<file path="src/rtl/serial_subtractor.sv">
// Bit-serial subtractor: one full-subtractor cell computes a - b - bin, LSB first.
// Optional macro SERIAL_SUBTRACTOR_FLAGS_EN enables {N,Z,C,V}; otherwise flags read 4'b0000.
module serial_subtractor #(
  parameter int WIDTH = 16
) (
  input  logic             clk,
  input  logic             reset,
  input  logic             start,
  input  logic [WIDTH-1:0] a,
  input  logic [WIDTH-1:0] b,
  input  logic             bin,
  output logic             busy,
  output logic             done,
  output logic [WIDTH-1:0] diff,
  output logic             bout,
  output logic [3:0]       flags
);

  localparam logic [1:0] IDLE  = 2'd0;
  localparam logic [1:0] SHIFT = 2'd1;
  localparam logic [1:0] DONE  = 2'd2;

  logic [1:0]       state;
  logic [WIDTH-1:0] a_sh;
  logic [WIDTH-1:0] b_sh;
  logic [WIDTH-1:0] res;
  logic [WIDTH-1:0] cnt;
  logic             br;
  logic             d_bit;
  logic             br_next;
  logic             last;
  logic [WIDTH-1:0] res_next;

  assign d_bit    = a_sh[0] ^ b_sh[0] ^ br;
  assign br_next  = (~a_sh[0] & b_sh[0]) | (~a_sh[0] & br) | (b_sh[0] & br);
  assign res_next = {d_bit, res[WIDTH-1:1]};
  assign last     = (cnt == WIDTH'(WIDTH - 1));

  assign busy = (state == SHIFT);
  assign done = (state == DONE);

  // Any state other than SHIFT may accept a new operation, so DONE chains
  // straight into the next SHIFT without an idle cycle.
  always_ff @(posedge clk) begin
    if (reset) begin
      state <= IDLE;
      a_sh  <= '0;
      b_sh  <= '0;
      res   <= '0;
      cnt   <= '0;
      br    <= 1'b0;
      diff  <= '0;
      bout  <= 1'b0;
    end else begin
      case (state)
        SHIFT: begin
          a_sh <= a_sh >> 1;
          b_sh <= b_sh >> 1;
          br   <= br_next;
          res  <= res_next;
          cnt  <= cnt + WIDTH'(1);
          if (last) begin
            state <= DONE;
            diff  <= res_next;
            bout  <= br_next;
          end
        end
        default: begin
          if (start) begin
            state <= SHIFT;
            a_sh  <= a;
            b_sh  <= b;
            br    <= bin;
            cnt   <= '0;
          end else begin
            state <= IDLE;
          end
        end
      endcase
    end
  end

`ifdef SERIAL_SUBTRACTOR_FLAGS_EN
  logic       a_msb;
  logic       b_msb;
  logic [3:0] flags_r;

  // Operand sign bits are kept separately since the shift registers lose them.
  always_ff @(posedge clk) begin
    if (reset) begin
      a_msb   <= 1'b0;
      b_msb   <= 1'b0;
      flags_r <= 4'b0000;
    end else begin
      if (state != SHIFT && start) begin
        a_msb <= a[WIDTH-1];
        b_msb <= b[WIDTH-1];
      end
      if (state == SHIFT && last) begin
        flags_r <= {res_next[WIDTH-1],
                    (res_next == '0),
                    ~br_next,
                    (a_msb ^ b_msb) & (a_msb ^ res_next[WIDTH-1])};
      end
    end
  end

  assign flags = flags_r;
`else
  assign flags = 4'b0000;
`endif

endmodule
</file>
<file path="config.mk">
export PLATFORM = sky130hd
export DESIGN_NAME = serial_subtractor
export DESIGN_NICKNAME = d
export VERILOG_FILES = /design/src/rtl/serial_subtractor.sv
export SDC_FILE = /design/constraint.sdc
export NUM_CORES = 1
export LEC_CHECK = 0
export BUFFER_PORTS_ARGS = -buffer_cell sky130_fd_sc_hd__clkbuf_2
export CORE_MARGIN = 5
export CORE_UTILIZATION = 50
export DETAILED_ROUTE_END_ITERATION = 8
export PLACE_DENSITY = 0.69
export SKIP_CTS_REPAIR_TIMING = 1
export SLEW_MARGIN = 25
export SYNTH_ARGS = -nofsm -noshare
export SYNTH_HDL_FRONTEND = slang
export SYNTH_SLANG_ARGS = --single-unit
</file>
<file path="constraint.sdc">
create_clock -name clk -period 2.2 [get_ports clk]
set_input_delay 0.22 -clock clk [delete_from_list [all_inputs] [get_ports clk]]
set_output_delay 0.22 -clock clk [all_outputs]
set_load 0.005 [all_outputs]
</file>
==> flow_summary.ini <==
[placed_design]
routabilityCongestion = 0.761
dp_slack_ns = 0.448
dp_cells = 466
hpwl_um = 4550
placed_cell_area_sq_um = 3680
port_buffers = 54

[timing]
hold-worst-slack_ns = 0.163
final.min_clock_period_ns = 1.79
final-setup-viol-count = 0
rsz0062_at_grt = no
tightestPinTransition_ns = 0.542
timing_hold_violations_final = 0
post-route-worst-setup-slack_ns = 0.409
timing.final.crit_share = 0.814
setup_tns_ns = 0
slew_violations = 0
timing.clock.skew_ns = 0.00996
maxSlewHeadroom = 0.639
fmaxAchievable_mhz = 558

[floorplan]
floorplan.rows = 30
num_io_pins = 59
die_w_um = 92.3
fp.coreArea_sq_um = 6680
die_footprint_sq_um = 8520
floorplan.initialDensity = 0.507
die_y_um = 92.3

[pwr]
total_power_mw = 2.91
p_leak_nw = 1.57
highest_ir_drop_seen_on_vdd_mv = 0.499
pwr_density_cell_nw_per_um2 = 751

[yosys]
synth_flop_cell = sky130_fd_sc_hd__dfxtp_1
yosys.area.top_type = sky130_fd_sc_hd__dfxtp_1
postSynthCellCount = 352
number_of_enable_flip_flop_cells_after_synthesis = 0
yosys.cell_count.top_type = sky130_fd_sc_hd__dfxtp_1
netlist-cell-type-count = 43
synth-adder-area-share = 0.00961
post_synth_mux_area_share = 0.101
async_flop_share = 0
yosys-top-cells-area = sky130_fd_sc_hd__dfxtp_1, sky130_fd_sc_hd__mux2i_1, sky130_fd_sc_hd__a211oi_1, sky130_fd_sc_hd__a22o_1, sky130_fd_sc_hd__nand2_1
synth.ff_latch_count = 83
synth_compound_area_frac = 0.181
synth_top_family_by_area = compound AO/OA/AOI/OAI gates
syn_area_per_cell_sq_um = 9.62
synth_seq_area_share = 0.491
mappedNetlistArea_sq_um = 3390
synth_xor_xnor_area_share = 0.0103
synth.yosys.warnings = 0
synth.cells.most_frequent = sky130_fd_sc_hd__dfxtp_1, sky130_fd_sc_hd__nand2_1, sky130_fd_sc_hd__nor2_1, sky130_fd_sc_hd__mux2i_1, sky130_fd_sc_hd__a211oi_1
netlist.area_leader.share = 0.491
synthSimpleGateAreaFrac = 0.155

[worst_setup_path]
reg2reg_to = cnt[14]
cp.arrival_ns = 2.07
critical_path_required_ns = 2.48
startpoint_type = register
rrSetupSlack_ns = 0.41
setup.worst_path.class = register to register
worst-path-max-fanout = 6
worst_r2r_startpoint = cnt[0]
worstSetupEndpointType = register
critPathLaunch = cnt[0]
worstRegToRegCells = 5

[grt]
track_usage = 0.164
grt_start_max_net_pins = 45
gr-total-overflow = 0
number_of_global_route_vias_before_repair = 2458
antenna_found_initial = 0
first_pass_grt_wire_length_um = 11200

[worst_hold_path]
hold_path_depth = 3
min_from = b[15]
hold_path_end = b_sh[15]
hp-class = input port to register

[drt]
detail_route.wirelength.met1_um = 3250
firstDrtPassIters = 4
viasPerCell = 5.52
drc = 0
postRouteWirelength_um = 6720
highest-signal-layer = met4
met3_wirelength_um = 380
via_count = 2655
wl_met2_um = 3000
postRouteAntennaNets = 0
first_iter_violations = 128
avgRoutedWirePerCell_um = 14.0

[finish]
area.growth.synth_to_final_pct = 14.4
finalInstanceArea_sq_um = 3870
finish.utilization = 0.580
fillers = 606
post_route_cells_drive_above_1_share = 0.212
post_layout_nonfiller_instances = 481
n_antenna_cell = 0
number_of_nets_in_the_final_layout = 435

[clock_tree]
cts_sinks = 83
cts_made_buffers = 9
clock_tree.htree_level_count = 3
clock_latency_reported_for_the_late_side_of_the_worst_skew_pair_ns = 0.36
cts_tree = built
worst_setup_hold_path_clk_slew_ns = 0.09
clock_tree.buffer_depth = 2
ctsRootBufferMaster = sky130_fd_sc_hd__clkbuf_8

[run]
timing.max_cap.violations = 0

[outcome]
run_status = finished, final reports clean
-- critical path, stage by stage (launching register included) --
cell and delay (ns):
sky130_fd_sc_hd__dfxtp_1 0.36, sky130_fd_sc_hd__ha_1 0.17, sky130_fd_sc_hd__and4b_1 0.36, sky130_fd_sc_hd__nand4_1 0.21
sky130_fd_sc_hd__or4_1 0.45, sky130_fd_sc_hd__a21oi_1 0.17
-- state kept, by name (all words and copies together) (netlist names) --
signal / flops
a_sh: 16
cnt: 16
br: 1
diff: 16
res: 15
b_sh: 16
state: 2
bout: 1
-- report_power, final --
| group | leakage (nW) | internal [mW] | switching, mW | total, mW |
|---|---|---|---|---|
| registers | 0.677 | 1.56 | 0.0316 | 1.59 |
| clock network | 0.0877 | 0.519 | 0.543 | 1.06 |
| logic | 0.806 | 0.108 | 0.146 | 0.254 |
| total | 1.57 | 2.19 | 0.721 | 2.91 |
-- worst max path at each step --
stage,to,slack (ns),cells after the start
floorplan,diff[10],0.61,7
global placement,cnt[14],0.53,5
detailed placement,cnt[14],0.45,5
CTS,cnt[14],0.42,5
global route,cnt[14],0.31,5
finish,cnt[14],0.41,5
-- cells by family (layout without fill, tap and decap cells) --
family	count (synthesis)	in the layout
compound gates	85	85
xor+xnor	4	4
buf+inv	35	81
simple gates	108	108
mux	34	34
other cells	1	4
flops	83	83
fa+ha+maj	2	2
-- metal layers --
metal  vias to the layer above  GRT usage
li1                       1353          -
met1                      1237      0.210
met2                        54      0.253
met3                        11     0.0626
met4                         0     0.0569
met5                         -          0
-- placed cells by master, fill, tap and decap left out, drive strengths merged, types with 2 or more instances in the layout --
cell type	Yosys	final
dfxtp	83	83
a22o	17	17
o211ai	5	5
nand3	7	7
a211oi	32	32
nor4	3	3
or3	5	5
o311ai	3	3
a21oi	24	24
nor3	6	6
xor2	3	3
and3	2	2
mux2i	33	33
or4	3	3
inv	5	6
clkbuf	11	63
nand2	36	36
clkinvlp	0	3
buf	19	7
conb	1	4
nand4	4	4
nor2	34	34
-- area by class of cell --
cell class	count	area [sq um]	share of cell area
clock buffers	9	124	0.0320
clock inverters	6	66.3	0.0171
repair buffers	61	335	0.0866
multi-input cells	237	1570	0.405
flip-flops and latches	83	1660	0.429
inverters	5	18.8	0.00485
well taps	80	100	0.0258
Power figures use the tool's default switching activity.
